`src/rtl/sprite_pkg.sv`:
```
// Shared sprite constants: geometry, RAM widths, palette and frame base address helper.
package sprite_pkg;
  localparam int SPR_W       = 20;
  localparam int SPR_H       = 20;
  localparam int NUM_FRAMES  = 4;
  localparam int FRAME_TICKS = 8;
  localparam int TRANSP_IDX  = 0;
  localparam int ADDR_W      = 19;
  localparam int IDX_W       = 4;
  localparam int FIDX_W      = 2;

  // Entry order follows the PNG-to-hex converter output, index 0 first.
  localparam logic [23:0] PALETTE [16] = '{
    24'h000000, 24'hFFFFFF, 24'hE0281C, 24'hF8B800, 24'h3C8C1C, 24'h1C48C8,
    24'h8C3CB4, 24'hF07880, 24'h6C3C14, 24'hB8B8B8, 24'h545454, 24'hFCE0A8,
    24'h00A8A8, 24'hF83800, 24'h90D8FC, 24'h204020
  };

  function automatic logic [ADDR_W-1:0] frame_base(input logic [FIDX_W-1:0] idx);
    return ADDR_W'(idx) * ADDR_W'(SPR_W * SPR_H);
  endfunction
endpackage

```
`src/rtl/sprite_pixel_pipe_if.sv`:
```
// Scan-side, frameRAM-side and colour-output signals of the sprite pixel pipe.
interface sprite_pixel_pipe_if;
  import sprite_pkg::*;
  logic [9:0]        DrawX;
  logic [9:0]        DrawY;
  logic              pixel_valid;
  logic              vsync_start;
  logic [9:0]        SpriteX;
  logic [9:0]        SpriteY;
  logic              anim_en;
  logic [IDX_W-1:0]  ram_data;
  logic [ADDR_W-1:0] read_address;
  logic [7:0]        Red;
  logic [7:0]        Green;
  logic [7:0]        Blue;
  logic              sprite_on;
  logic [FIDX_W-1:0] frame_idx;

  modport master (
    output DrawX, DrawY, pixel_valid, vsync_start, SpriteX, SpriteY, anim_en, ram_data,
    input  read_address, Red, Green, Blue, sprite_on, frame_idx
  );
  modport slave (
    input  DrawX, DrawY, pixel_valid, vsync_start, SpriteX, SpriteY, anim_en, ram_data,
    output read_address, Red, Green, Blue, sprite_on, frame_idx
  );
endinterface

```
`src/rtl/sprite_anim_ctr.sv`:
```
// Animation frame counter: advances frame_idx once every FRAME_TICKS enabled vsync pulses.
module sprite_anim_ctr #(
  parameter int NUM_FRAMES  = 4,
  parameter int FRAME_TICKS = 8,
  parameter int FIDX_W      = 2
) (
  input  logic              Clk,
  input  logic              Reset,
  input  logic              vsync_start,
  input  logic              anim_en,
  output logic [FIDX_W-1:0] frame_idx
);
  localparam int TICK_W = (FRAME_TICKS > 1) ? $clog2(FRAME_TICKS) : 1;

  logic [TICK_W-1:0] tick;

  always_ff @(posedge Clk or posedge Reset) begin
    if (Reset) begin
      tick      <= '0;
      frame_idx <= '0;
    end else if (vsync_start && anim_en) begin
      if (tick == TICK_W'(FRAME_TICKS - 1)) begin
        tick      <= '0;
        frame_idx <= (frame_idx == FIDX_W'(NUM_FRAMES - 1)) ? '0 : frame_idx + FIDX_W'(1);
      end else begin
        tick <= tick + TICK_W'(1);
      end
    end
  end
endmodule

```
`src/rtl/sprite_pixel_pipe.sv`:
```
// Scan position -> frameRAM address (combinational), palette index -> RGB two cycles later.
// Position and animation frame are latched only at vsync_start so a frame never tears.
module sprite_pixel_pipe
  import sprite_pkg::*;
(
  input  logic               Clk,
  input  logic               Reset,
  sprite_pixel_pipe_if.slave bus
);
  logic [9:0]        pos_x;
  logic [9:0]        pos_y;
  logic [FIDX_W-1:0] frame_idx;
  logic [10:0]       x11, y11, px11, py11;
  logic              hit;
  logic              hit_d1;
  logic              opaque;
  logic [23:0]       rgb;

  always_ff @(posedge Clk or posedge Reset) begin
    if (Reset) begin
      pos_x <= '0;
      pos_y <= '0;
    end else if (bus.vsync_start) begin
      pos_x <= bus.SpriteX;
      pos_y <= bus.SpriteY;
    end
  end

  sprite_anim_ctr #(
    .NUM_FRAMES  (NUM_FRAMES),
    .FRAME_TICKS (FRAME_TICKS),
    .FIDX_W      (FIDX_W)
  ) u_anim (
    .Clk         (Clk),
    .Reset       (Reset),
    .vsync_start (bus.vsync_start),
    .anim_en     (bus.anim_en),
    .frame_idx   (frame_idx)
  );

  // One extra bit keeps pos+SPR_W from wrapping near the right/bottom screen edge.
  assign x11  = {1'b0, bus.DrawX};
  assign y11  = {1'b0, bus.DrawY};
  assign px11 = {1'b0, pos_x};
  assign py11 = {1'b0, pos_y};

  assign hit = bus.pixel_valid
            && (x11 >= px11) && (x11 < px11 + 11'(SPR_W))
            && (y11 >= py11) && (y11 < py11 + 11'(SPR_H));

  assign bus.read_address = hit
      ? frame_base(frame_idx) + ADDR_W'(y11 - py11) * ADDR_W'(SPR_W) + ADDR_W'(x11 - px11)
      : '0;

  assign opaque = hit_d1 && (bus.ram_data != IDX_W'(TRANSP_IDX));

  always_ff @(posedge Clk or posedge Reset) begin
    if (Reset) begin
      hit_d1        <= 1'b0;
      bus.sprite_on <= 1'b0;
      rgb           <= '0;
    end else begin
      hit_d1        <= hit;
      bus.sprite_on <= opaque;
      rgb           <= opaque ? PALETTE[bus.ram_data] : 24'h000000;
    end
  end

  assign bus.Red       = rgb[23:16];
  assign bus.Green     = rgb[15:8];
  assign bus.Blue      = rgb[7:0];
  assign bus.frame_idx = frame_idx;
endmodule

```
`src/flat_wrapper.sv`:
```
// flat-port wrapper written by rule: the top's interface ports become plain ports
module sprite_pixel_pipe_flat import sprite_pkg::*;
  (Clk, Reset, bus_DrawX, bus_DrawY, bus_pixel_valid, bus_vsync_start, bus_SpriteX, bus_SpriteY, bus_anim_en, bus_ram_data, bus_read_address, bus_Red, bus_Green, bus_Blue, bus_sprite_on, bus_frame_idx);
  sprite_pixel_pipe_if bus_i ();
  input  logic Clk;
  input  logic Reset;
  input wire logic [$bits(bus_i.DrawX)-1:0] bus_DrawX;
  input wire logic [$bits(bus_i.DrawY)-1:0] bus_DrawY;
  input wire logic [$bits(bus_i.pixel_valid)-1:0] bus_pixel_valid;
  input wire logic [$bits(bus_i.vsync_start)-1:0] bus_vsync_start;
  input wire logic [$bits(bus_i.SpriteX)-1:0] bus_SpriteX;
  input wire logic [$bits(bus_i.SpriteY)-1:0] bus_SpriteY;
  input wire logic [$bits(bus_i.anim_en)-1:0] bus_anim_en;
  input wire logic [$bits(bus_i.ram_data)-1:0] bus_ram_data;
  output wire logic [$bits(bus_i.read_address)-1:0] bus_read_address;
  output wire logic [$bits(bus_i.Red)-1:0] bus_Red;
  output wire logic [$bits(bus_i.Green)-1:0] bus_Green;
  output wire logic [$bits(bus_i.Blue)-1:0] bus_Blue;
  output wire logic [$bits(bus_i.sprite_on)-1:0] bus_sprite_on;
  output wire logic [$bits(bus_i.frame_idx)-1:0] bus_frame_idx;
  assign bus_i.DrawX = bus_DrawX;
  assign bus_i.DrawY = bus_DrawY;
  assign bus_i.pixel_valid = bus_pixel_valid;
  assign bus_i.vsync_start = bus_vsync_start;
  assign bus_i.SpriteX = bus_SpriteX;
  assign bus_i.SpriteY = bus_SpriteY;
  assign bus_i.anim_en = bus_anim_en;
  assign bus_i.ram_data = bus_ram_data;
  assign bus_read_address = bus_i.read_address;
  assign bus_Red = bus_i.Red;
  assign bus_Green = bus_i.Green;
  assign bus_Blue = bus_i.Blue;
  assign bus_sprite_on = bus_i.sprite_on;
  assign bus_frame_idx = bus_i.frame_idx;
  sprite_pixel_pipe u_core (.Clk(Clk), .Reset(Reset), .bus(bus_i));
endmodule
```
`config.mk`:
```
export PLATFORM = sky130hd
export DESIGN_NAME = sprite_pixel_pipe_flat
export DESIGN_NICKNAME = d
export VERILOG_FILES = /design/src/rtl/sprite_pkg.sv /design/src/rtl/sprite_pixel_pipe_if.sv /design/src/rtl/sprite_anim_ctr.sv /design/src/rtl/sprite_pixel_pipe.sv /design/src/flat_wrapper.sv
export SDC_FILE = /design/constraint.sdc
export NUM_CORES = 1
export LEC_CHECK = 0
export CAP_MARGIN = 0
export CORE_MARGIN = 3
export CORE_UTILIZATION = 35
export CTS_BUF_LIST = sky130_fd_sc_hd__clkbuf_8
export CTS_CLUSTER_DIAMETER = 150
export DETAILED_ROUTE_END_ITERATION = 8
export GPL_ROUTABILITY_DRIVEN = 1
export PLACE_DENSITY = 0.53
export REMOVE_ABC_BUFFERS = 1
export SYNTH_ARGS = -nofsm -noshare
export SYNTH_HDL_FRONTEND = slang
export SYNTH_HIERARCHICAL = 1
export SYNTH_SLANG_ARGS = --single-unit
```
`constraint.sdc`:
```
create_clock -name Clk -period 15.7 [get_ports Clk]
set_input_delay 3.14 -clock Clk [delete_from_list [all_inputs] [get_ports Clk]]
set_output_delay 3.14 -clock Clk [all_outputs]
set_load 0.01 [all_outputs]
```
# Word level (Yosys, flattened, before mapping)
# Memories as Yosys holds them, arrays and structs flattened.
# Cells that the tools add are included.
# word_totals
input_bits,49
word_cells,40
romBits,384
reg_bits,51
n_memories,1
output_inout_bits,46
# mem_list
memory,words,width,read_ports,rd_clocked_by_memory_dff,write_ports,line,rtl
(name not given),16,24,1,0,0,sprite_pixel_pipe.sv:65,rgb <= opaque ? PALETTE[bus.ram_data] : 24'h000000;
# classes
n_eq_ne,2
reduce_logical,8
add_sub_neg,8
n_mux,6
mul,2
n_bitwise,1
magnitude_cmp,5
# ops
op,count
$mux 24,3
$add 10x5->11 const B,2
$lt 10x11->1,2
$sub 10x10->11,2
$ge 10x10->1,2
$add 11x19->19,1
$add 19x19->19,1
$mul 19x3->17 const B,1
$mux 19,1
$mul 2x5->7 const B,1
$logic_and 1x1->1,6
$ge 5x5->1 const B,1
$not 4->5,1
$reduce_bool 4->1,1
$add 3x1->3 const B,1
$eq 3x3->1 const B,1
$mux 3,1
$add 2x1->2 const B,1
$eq 2x2->1 const B,1
$mux 2,1
$reduce_and 2->1,1

# Logic depth before layout (Yosys ltp)
# Gate-level depths: netlist of run 1.
# logic_depth
ltp_word,6
mapped_depth,26
mapped_depth_nobuf,26

# By module
# The synthesis of run 1 kept the hierarchy.
# modules_own_cells
module,cells_each,area_per_inst_um2,n_inst,seq_area_each_um2
sprite_pixel_pipe,580,4951.0,1,1026.0
sprite_anim_ctr,18,239.0,1,125.1

# Least setup slack after synthesis of run 1
# No wires, ideal clock.
# synth_timing
path_kind,input to output
startpoint,in bus_DrawY[1]
endpoint,out bus_read_address[16]
required_time_ns,12.560
path_stages,25
setup_slack_ns,4.773
arrival_ns,7.787
path_buffers,0
cell_sequence,ha_1 nor2b_1 or2_2 a21oi_1 xnor2_1 ha_1 ha_1 fa_1 a21o_1 a21oi_1 o21bai_1 a21oi_1 nor2b_1 o21a_1 nor2_1 xnor2_1 ha_1 ha_1 a21oi_1 o21ai_0 a21o_1 a32oi_1 nor2b_1 xnor2_1 and2_1
# synth_via
elab_chain_len,5
word_cells_on_any_way,9
classes_between,3 x add/sub; 1 x mul; 2 x order compare; 1 x mux; 2 x reduce/logical
# synth_lines
item,line,rtl
start: declaration,flat_wrapper.sv:8,input wire logic [$bits(bus_i.DrawY)-1:0] bus_DrawY;
$sub 10x10->11,sprite_pixel_pipe.sv:52,? frame_base(frame_idx) + ADDR_W'(y11 - py11) * ADDR_W'(SPR_W) + ADDR_W'(x11 - px11)
$mul 19x3->17,sprite_pixel_pipe.sv:52,
$add 11x19->19,sprite_pixel_pipe.sv:52,
$add 19x19->19,sprite_pixel_pipe.sv:52,
$mux 19 (*),sprite_pixel_pipe.sv:52,
end: declaration,flat_wrapper.sv:15,output wire logic [$bits(bus_i.read_address)-1:0] bus_read_address;
# Mark *: on every way between the ends. The rest lies on a longest branch, timed or not.

# Worst setup path after layout of run 1
# layout_timing
startpoint,in bus_DrawY[1]
endpoint,out bus_read_address[18]
# Same word-level chain as after synthesis.

==> results of run 1 <==
[cell families (layout without fill, tap and decap cells)]
kind of cell	after synthesis	after routing	share of synthesized area, %
compound gates	154	154	19.5
xor+xnor	52	52	9.04
fa+ha+maj	102	102	26.0
buf+inv	76	161	6.00
flops	46	46	22.2
mux	9	9	1.90
simple gates	159	159	15.3
[flip-flops by register name, summed over array words and instances, names as in the netlist]
name	flops
u_core/u_anim/frame_idx	2
u_core/rgb	19
u_core/bus.sprite_on	1
u_core/pos_y	10
u_core/pos_x	10
u_core/hit_d1	1
u_core/u_anim/tick	3
[layout by cell type (no fill, tap or decap), types with 5 or more instances in the layout]
| cell type | netlist | routed |
|---|---|---|
| a211oi_1 | 6 | 6 |
| dfrtp_1 | 46 | 46 |
| clkdlybuf4s50_1 | 0 | 94 |
| mux2_2 | 7 | 7 |
| ha_1 | 92 | 92 |
| nor3_1 | 13 | 13 |
| nand3_1 | 8 | 8 |
| a31oi_1 | 6 | 6 |
| xor2_1 | 15 | 15 |
| o21ai_0 | 45 | 45 |
| clkbuf_8 | 0 | 5 |
| and3_1 | 5 | 5 |
| o21a_1 | 6 | 6 |
| o211ai_1 | 5 | 5 |
| a21o_1 | 12 | 12 |
| fa_1 | 10 | 10 |
| inv_1 | 57 | 56 |
| nor2b_1 | 11 | 11 |
| xnor2_1 | 36 | 36 |
| nor2_1 | 32 | 32 |
| nand2_1 | 51 | 51 |
| a21oi_1 | 41 | 41 |
| and2_1 | 15 | 15 |
[final cells by class]
type / instances / area (µm²)
Clock buffer: 5 / 68.8
Timing Repair Buffer: 96 / 956
Inverter: 57 / 214
Clock inverter: 3 / 28.8
Sequential cell: 46 / 1150
Multi-Input combinational cell: 476 / 3740
Fill cell: 1451 / 7820
Tap cell: 180 / 225
[worst paths after layout]
kind	start	cells after the start	end	slack (ps)
min in group asynchronous	Reset	2	u_core/u_anim/frame_idx[1]	3070
setup reg to reg	u_core/pos_y[4]	8	u_core/hit_d1	12680
max in group asynchronous	Reset	3	u_core/pos_y[2]	12030
hold / removal	u_core/pos_x[0]	1	u_core/pos_x[0]	530
setup / recovery	bus_DrawY[1]	27	bus_read_address[18]	3290
hold reg to reg	u_core/pos_x[0]	1	u_core/pos_x[0]	530
[layer usage]
metal	global-route usage, %	part of all wire (%)
met1	19.2	43
met3	3.25	4.5
met5	0	0
met4	5.56	2.2
met2	27.8	50
[power by group]
group,internal [mW],switching (mW),total [mW]
sequential,0.130,0.0116,0.142
clock,0.0334,0.0474,0.0808
combinational,0.390,0.450,0.840
total,0.554,0.509,1.06
==> flow_metrics.tcl, run 1 <==
set metrics [dict create \
    status "finished clean" \
    holdBufCountCts 0 \
    critPathCaptureType "primary output" \
    ys_warn_count 6 \
    wl_per_cell_um 14.8 \
    avgViaCountPerCell 5.16 \
    period_needed_ps 12410 \
    synth_top_cell_by_area "dfrtp_1" \
    place_hpwl_mm 10.4 \
    grt.overflow.total 0 \
    tritoncts "done" \
    synth-async-reset-ratio_pct 100 \
    critPathKind "input port to primary output" \
    ios 95 \
    path_delay_family "compound AO/OA/AOI/OAI gates" \
    placed_cell_area_um2 6280 \
    synth_area_leaders "dfrtp_1, ha_1, xnor2_1" \
    power.total_mw 1.06 \
    crit_slowest_cell "clkdlybuf4s50_1" \
    final_cell_area_um2 6380 \
    startpoint_type "input port" \
    timing.final.ws_setup_ps 3290 \
    ctsLongestPathBuffers 2 \
    hold_viol_final 0 \
    placedCellCount 855 \
    fin_tns_setup_ps 0 \
    initial_utilization_pct 36.5 \
    vias 4449 \
    worstMarginPinSlew_ps 986 \
    setup_violations 0 \
    clk_pin_slew_ps 90 \
    first_pass_iters 4 \
    slew_violations 0 \
    powerDensity_nw_per_um2 167 \
    hold_path.class "flop to flop" \
    cap_violations 0 \
    grt_usage_pct 15.8 \
    instances_no_fill 863 \
    worst_ep_required_time_ps 12560 \
    max_freq_mhz 80.6 \
    synth-edff-count 0 \
    worst_ep_arrival_time_ps 9270 \
    grt_pass1_wl_mm 21.2 \
    grt_pass1_vias 4533 \
    max-slew-margin-rel_pct 34.1 \
    clk_latency_ps 320 \
    max_stage_delay_ps 530 \
    final.period_utilization_pct 79.1 \
    route.detailed.drc 0 \
    coreArea_um2 14200 \
    rows 43 \
    peakVddDrop_v 0.0000985 \
    path_buf_inv 2 \
    ant_nets 0 \
    die_h_um 128 \
    crit_fanout 5 \
    grt_antenna_before_repair 0 \
    p_leak_nw 2.96 \
    whs_ps 532 \
    antenna_cells 0 \
    rsz0062_at_grt "no" \
    post-route-util_pct 44.9 \
    fin_skew_ps 15.9 \
    die_w_um 128 \
    nNetsFinal 833 \
    drive_gt1_share_pct 4.69 \
    cts_buffers 5 \
    place.port_buffers 94 \
    htreeDepth 2 \
    synth_cells 598 \
    ys_types 60 \
    synth.avg_cell_area_um2 8.68 \
    gp_congestion 0.933 \
    syn_area_um2 5190 \
    cts_root_buf "clkbuf_8" \
    cts.sinks 46 \
    die_area_um2 16300 \
    drtIter0Drc 113 \
    wl_mm 12.7 \
    synth_common_cells "ha_1, inv_1, nand2_1" \
    grt_max_degree 42 \
    ctsResizeCount 0 \
    seq_area_frac_synth_pct 22.2 \
    place_ws_ps 3360 \
    ys.flop_type "dfrtp_1" \
    synth_most_common_cell "ha_1" \
    synth_top_area_share_pct 22.2 \
    ys_ff_latch 46 \
    area_delta_synth_final_pct 22.9 \
    postCtsSetupRepairBufs 0 \
]
No activity file was read; power rests on OpenSTA's default activity.
==> run 2: changes to the inputs <==
==> constraint.sdc (replaced) <==
create_clock -name Clk -period 12 [get_ports Clk]
set_input_delay 2.4 -clock Clk [delete_from_list [all_inputs] [get_ports Clk]]
set_output_delay 2.4 -clock Clk [all_outputs]
set_load 0.01 [all_outputs]
==> run 2 against run 1 <==
Against the previous run:
- non-clock buffer count did not move
- routed wire length decreased by 0.90%
- power rose by 30%
- utilization about the same
- cell count unchanged
- die area is the same
- worst setup slack lost 2200 ps
- count of clock-buffer cells in the layout stayed put
==> flow_metrics.tcl, run 2 (synthesis results as in run 1) <==
set metrics [dict create \
    holdBufCountCts 0 \
    grt_antenna_before_repair 0 \
    instances_no_fill 863 \
    period_needed_ps 10880 \
    regMostFlops "u_core/rgb" \
    status "finished clean" \
    wl_mm 12.6 \
    grt_pass1_vias 4542 \
    die_area_um2 16300 \
    timing.final.ws_setup_ps 1120 \
    hold_viol_final 0 \
    r2r_start "u_core/pos_y[4]" \
    powerDensity_nw_per_um2 217 \
    layout_commonest_cell "clkdlybuf4s50_1" \
    critPathCaptureType "primary output" \
    slew_violations 0 \
    setup_violations 0 \
    grt_pass1_wl_mm 21.1 \
    ctsLongestPathBuffers 2 \
    holdPathEnd "u_core/pos_x[0]" \
    nNetsFinal 833 \
    vias 4451 \
    grt.overflow.total 0 \
    route.detailed.drc 0 \
    drive_gt1_share_pct 4.69 \
    worst_ep_arrival_time_ps 8480 \
    worstReg2RegEnd "u_core/hit_d1" \
    hold_path.class "flop to flop" \
    clk_pin_slew_ps 90 \
    wl_per_cell_um 14.6 \
    avgViaCountPerCell 5.16 \
    ant_nets 0 \
    r2r_cells 8 \
    cts_root_buf "clkbuf_8" \
    cts_buffers 5 \
    ctsResizeCount 0 \
    place.port_buffers 94 \
    tritoncts "done" \
    rsz0062_at_grt "no" \
    crit_fanout 5 \
    die_w_um 128 \
    drtIter0Drc 182 \
    cts.sinks 46 \
    first_pass_iters 4 \
    p_leak_nw 2.95 \
    max-slew-margin-rel_pct 34.5 \
    initial_utilization_pct 36.5 \
    final.period_utilization_pct 90.7 \
    clk_latency_ps 310 \
    largest_register_ffs 19 \
    antenna_cells 0 \
    die_h_um 128 \
    final_cell_mix "clkdlybuf4s50_1, ha_1, inv_1" \
    peakVddDrop_v 0.000112 \
    grt_max_degree 42 \
    rows 43 \
    gp_congestion 0.933 \
    worstMarginPinSlew_ps 980 \
    reg2reg_setup_slack_ps 8990 \
    hold_depth 1 \
    cap_violations 0 \
    htreeDepth 2 \
    place_hpwl_mm 10.3 \
    fin_tns_setup_ps 0 \
    ios 95 \
    min_from "u_core/pos_x[0]" \
    area_delta_synth_final_pct 22.8 \
    fin_skew_ps 9.83 \
    placedCellCount 855 \
    critPathKind "input port to primary output" \
    worst_ep_required_time_ps 9600 \
    coreArea_um2 14200 \
    largestRegisters "u_core/rgb x19, u_core/pos_x x10, u_core/pos_y x10" \
    fillCellCount 1435 \
    max_freq_mhz 91.9 \
    startpoint_type "input port" \
    postCtsSetupRepairBufs 0 \
    grt_usage_pct 15.7 \
    place_ws_ps 1130 \
]
==> run 2: changes by cell type in the layout (fill, tap and decap cells not counted) <==
cell,previous run,this run
clkinv_4,1,0
clkinvlp_4,0,2
inv_8,1,0
==> run 2: critical path, stage by stage <==
cell	delay (ps)
clkdlybuf4s50_1	490
ha_1	340
nor2b_1	150
or2_2	290
a21oi_1	180
xnor2_1	210
ha_1	290
ha_1	230
fa_1	410
a21o_1	200
a21oi_1	210
o21bai_1	90
a21oi_1	220
nor2b_1	90
o21a_1	170
nor2_1	100
xnor2_1	130
ha_1	250
ha_1	370
a21oi_1	190
o21ai_0	110
a21o_1	190
a32oi_1	190
nor2b_1	190
xnor2_1	120
and2_1	130
clkdlybuf4s50_1	530
==> run 2: layout make-up <==
class / count / area (µm²) / share of cell area, %
inverters: 57 / 214 / 3.36
multi-input cells: 476 / 3740 / 58.6
repair buffers: 96 / 956 / 15.0
clock buffers: 5 / 68.8 / 1.08
flip-flops and latches: 46 / 1150 / 18.1
clock inverters: 3 / 23.8 / 0.373
well taps: 180 / 225 / 3.53
==> run 2: worst max-delay path by stage <==
stage / startpoint / endpoint / slack [ps] / depth (start not counted)
6_report: bus_DrawY[1] / bus_read_address[16] / 1120 / 27
5_1_grt: bus_DrawY[1] / bus_read_address[18] / 690 / 27
4_1_cts: bus_DrawY[1] / bus_read_address[16] / 1100 / 27
3_5_place_dp: bus_DrawY[1] / bus_read_address[16] / 1130 / 27
3_3_place_gp: bus_DrawY[1] / bus_read_address[16] / 1260 / 27
2_1_floorplan: bus_DrawY[1] / bus_read_address[16] / 2550 / 25
==> run 2: metrics by stage <==
stage                     cell area (µm²)  util [%]  total power, mW  hold WS (ps)
after floorplan                      5090         -             1.05           484
after global placement               6280      44.2             1.26           493
after detailed placement             6280      44.2             1.28           508
after CTS                            6370      44.9             1.39           530
after global routing                 6370      44.9             1.56           554
final                                6370      44.9             1.38           528
==> run 2: per-layer routing <==
metal	up-vias	global-route usage, %	part of all wire, %
met3	15	3.29	4.5
met2	94	27.9	50
met1	2086	18.9	43
met4	0	5.06	2.2
met5	-	0	0
li1	2256	-	-
==> run 2: report_power, final <==
group	leakage, nW	total (mW)	internal, mW	switching, mW
registers	0.595	0.186	0.171	0.0150
clock network	0.0408	0.0988	0.0417	0.0571
logic	2.32	1.10	0.512	0.584
total	2.95	1.38	0.725	0.656
==> run 3: changes to the inputs <==
--- a/config.mk
+++ b/config.mk
@@ -12,7 +12,8 @@
 export CTS_CLUSTER_DIAMETER = 150
 export DETAILED_ROUTE_END_ITERATION = 8
 export GPL_ROUTABILITY_DRIVEN = 1
-export PLACE_DENSITY = 0.53
+export MAX_ROUTING_LAYER = met4
+export PLACE_DENSITY_LB_ADDON = 0.1
 export REMOVE_ABC_BUFFERS = 1
 export SYNTH_ARGS = -nofsm -noshare
 export SYNTH_HDL_FRONTEND = slang
==> run 3 against run 2 <==
Against the previous run:
- first-iteration DRC count is 34% lower
- critical path depth stayed put
- sequential power hardly changed
- utilization is 0.17 points higher
- worst setup slack better by 0.57 ps
- clock power is 24% higher
- largest power group unchanged
- routed wire length is 0.65% lower
- critical endpoint unchanged
- non-clock buffer count stayed put
- worst hold slack worse by 1.1 ps
- register-to-register slack better by 60 ps
- via count is 2.4% lower
==> flow_metrics.tcl, run 3 (synthesis results as in run 1) <==
set metrics [dict create \
    gp_congestion 0.877 \
    final_cell_mix "clkdlybuf4s50_1, ha_1, inv_1" \
    r2r_start "u_core/pos_y[4]" \
    slew_violations 0 \
    route.detailed.drc 0 \
    period_needed_ps 10880 \
    worst_ep_arrival_time_ps 8480 \
    grt_antenna_before_repair 0 \
    drive_gt1_share_pct 4.69 \
    ant_nets 0 \
    worst_ep_required_time_ps 9600 \
    placedCellCount 855 \
    crit_slowest_cell "clkdlybuf4s50_1" \
    hold_path.class "flop to flop" \
    place_hpwl_mm 10.3 \
    seqCellArea_um2 1150 \
    avgViaCountPerCell 5.04 \
    worstMarginPinSlew_ps 1020 \
    antenna_cells 0 \
    cts_buffers 5 \
    largestRegisters "u_core/rgb x19, u_core/pos_x x10, u_core/pos_y x10" \
    die_h_um 128 \
    ctsResizeCount 0 \
    coreArea_um2 14200 \
    final.period_utilization_pct 90.6 \
    rsz0062_at_grt "no" \
    grt_pass1_wl_mm 21.1 \
    timing.final.ws_setup_ps 1120 \
    cts_root_buf "clkbuf_8" \
    grtUsageMet3_pct 3.50 \
    hold_depth 1 \
    multi_input_area_um2 3740 \
    critPathCaptureType "primary output" \
    fin_skew_ps 2.48 \
    htreeDepth 2 \
    grt_usage_pct 16.2 \
    vias 4346 \
    grt.busiest_layer "met2" \
    initial_utilization_pct 36.5 \
    tritoncts "done" \
    largest_register_ffs 19 \
    max_stage_delay_ps 530 \
    grt_max_degree 42 \
    die_w_um 128 \
    regMostFlops "u_core/rgb" \
    wl_mm 12.5 \
    cap_violations 0 \
    p_leak_nw 2.97 \
    wl_per_cell_um 14.5 \
    clk_latency_ps 310 \
    ctsLongestPathBuffers 2 \
    grt_pass1_vias 4575 \
    ios 95 \
    area_delta_synth_final_pct 23.3 \
    startpoint "bus_DrawY[1]" \
    fin_tns_setup_ps 0 \
    peakVddDrop_v 0.000152 \
    reg2reg_setup_slack_ps 9050 \
    post-route-util_pct 45.0 \
    max-slew-margin-rel_pct 31.5 \
    status "finished clean" \
    r2r_cells 8 \
    nNetsFinal 833 \
    postCtsSetupRepairBufs 0 \
    powerDensity_nw_per_um2 220 \
    crit_top_cell "ha_1" \
    crit_fanout 5 \
    clk_pin_slew_ps 100 \
    layout_commonest_cell "clkdlybuf4s50_1" \
    instances_no_fill 863 \
    hold_viol_final 0 \
    setup_violations 0 \
    die_area_um2 16300 \
    met1_usage_pct 18.4 \
    holdBufCountCts 0 \
    worstReg2RegEnd "u_core/hit_d1" \
    fillCellCount 1412 \
    setup.worst_path.end "bus_read_address[16]" \
    place.port_buffers 94 \
    critPathKind "input port to primary output" \
    grt.overflow.total 0 \
    startpoint_type "input port" \
    rows 43 \
    min_from "u_core/u_anim/tick[2]" \
    whs_ps 527 \
    first_pass_iters 4 \
    max_freq_mhz 91.9 \
    drtIter0Drc 120 \
    place_ws_ps 1090 \
    use_met2_pct 28.8 \
    cts.sinks 46 \
]
==> run 3: cell types whose count changed in the layout (fill, tap and decap cells not counted) <==
cell / delta
inv_1: +1
inv_6: +1
clkinv_1: -1
clkinvlp_4: -2
bufinv_16: +1
==> run 3: area by class of cell <==
cell class                      count  share of cell area, %
Clock buffer                        5                   1.08
Clock inverter                      3                  0.743
Inverter                           57                   3.34
Multi-Input combinational cell    476                   58.4
Sequential cell                    46                   18.0
Tap cell                          180                   3.52
Timing Repair Buffer               96                   14.9
==> run 3: metal layers <==
metal	vias up	part of all wire, %
met3	9	5.6
met5	-	0
met4	0	1.2
met2	83	50
met1	1991	43
li1	2263	-
==> run 3: report_power, final <==
part	internal [mW]	leakage, nW	switching (mW)
clock network	0.0636	0.0591	0.0591
logic	0.511	2.32	0.589
registers	0.171	0.595	0.0152
total	0.746	2.97	0.664
==> run 3: worst min-delay path by stage <==
stage                                       end  slack, ps
final                     u_core/u_anim/tick[2]        530
after global placement    u_core/u_anim/tick[1]        490
after global routing      u_core/u_anim/tick[2]        550
after detailed placement  u_core/u_anim/tick[2]        500
after CTS                 u_core/u_anim/tick[2]        530
after floorplan           u_core/u_anim/tick[1]        480
==> run 3: stage by stage <==
step | instance area [µm²] | total power [mW]
after detailed placement | 6280 | 1.28
final | 6400 | 1.41
after CTS | 6400 | 1.42
after floorplan | 5090 | 1.05
after global placement | 6280 | 1.26
after global routing | 6400 | 1.57
==> run 3: critical path: cells and delay by family <==
family / cells / cell delay (ps)
adder cells (fa/ha/maj): 6 / 1870
AO/OA/AOI/OAI: 10 / 1770
buffers and inverters: 2 / 1000
XOR/XNOR: 3 / 460
AND/OR/NAND/NOR: 6 / 970
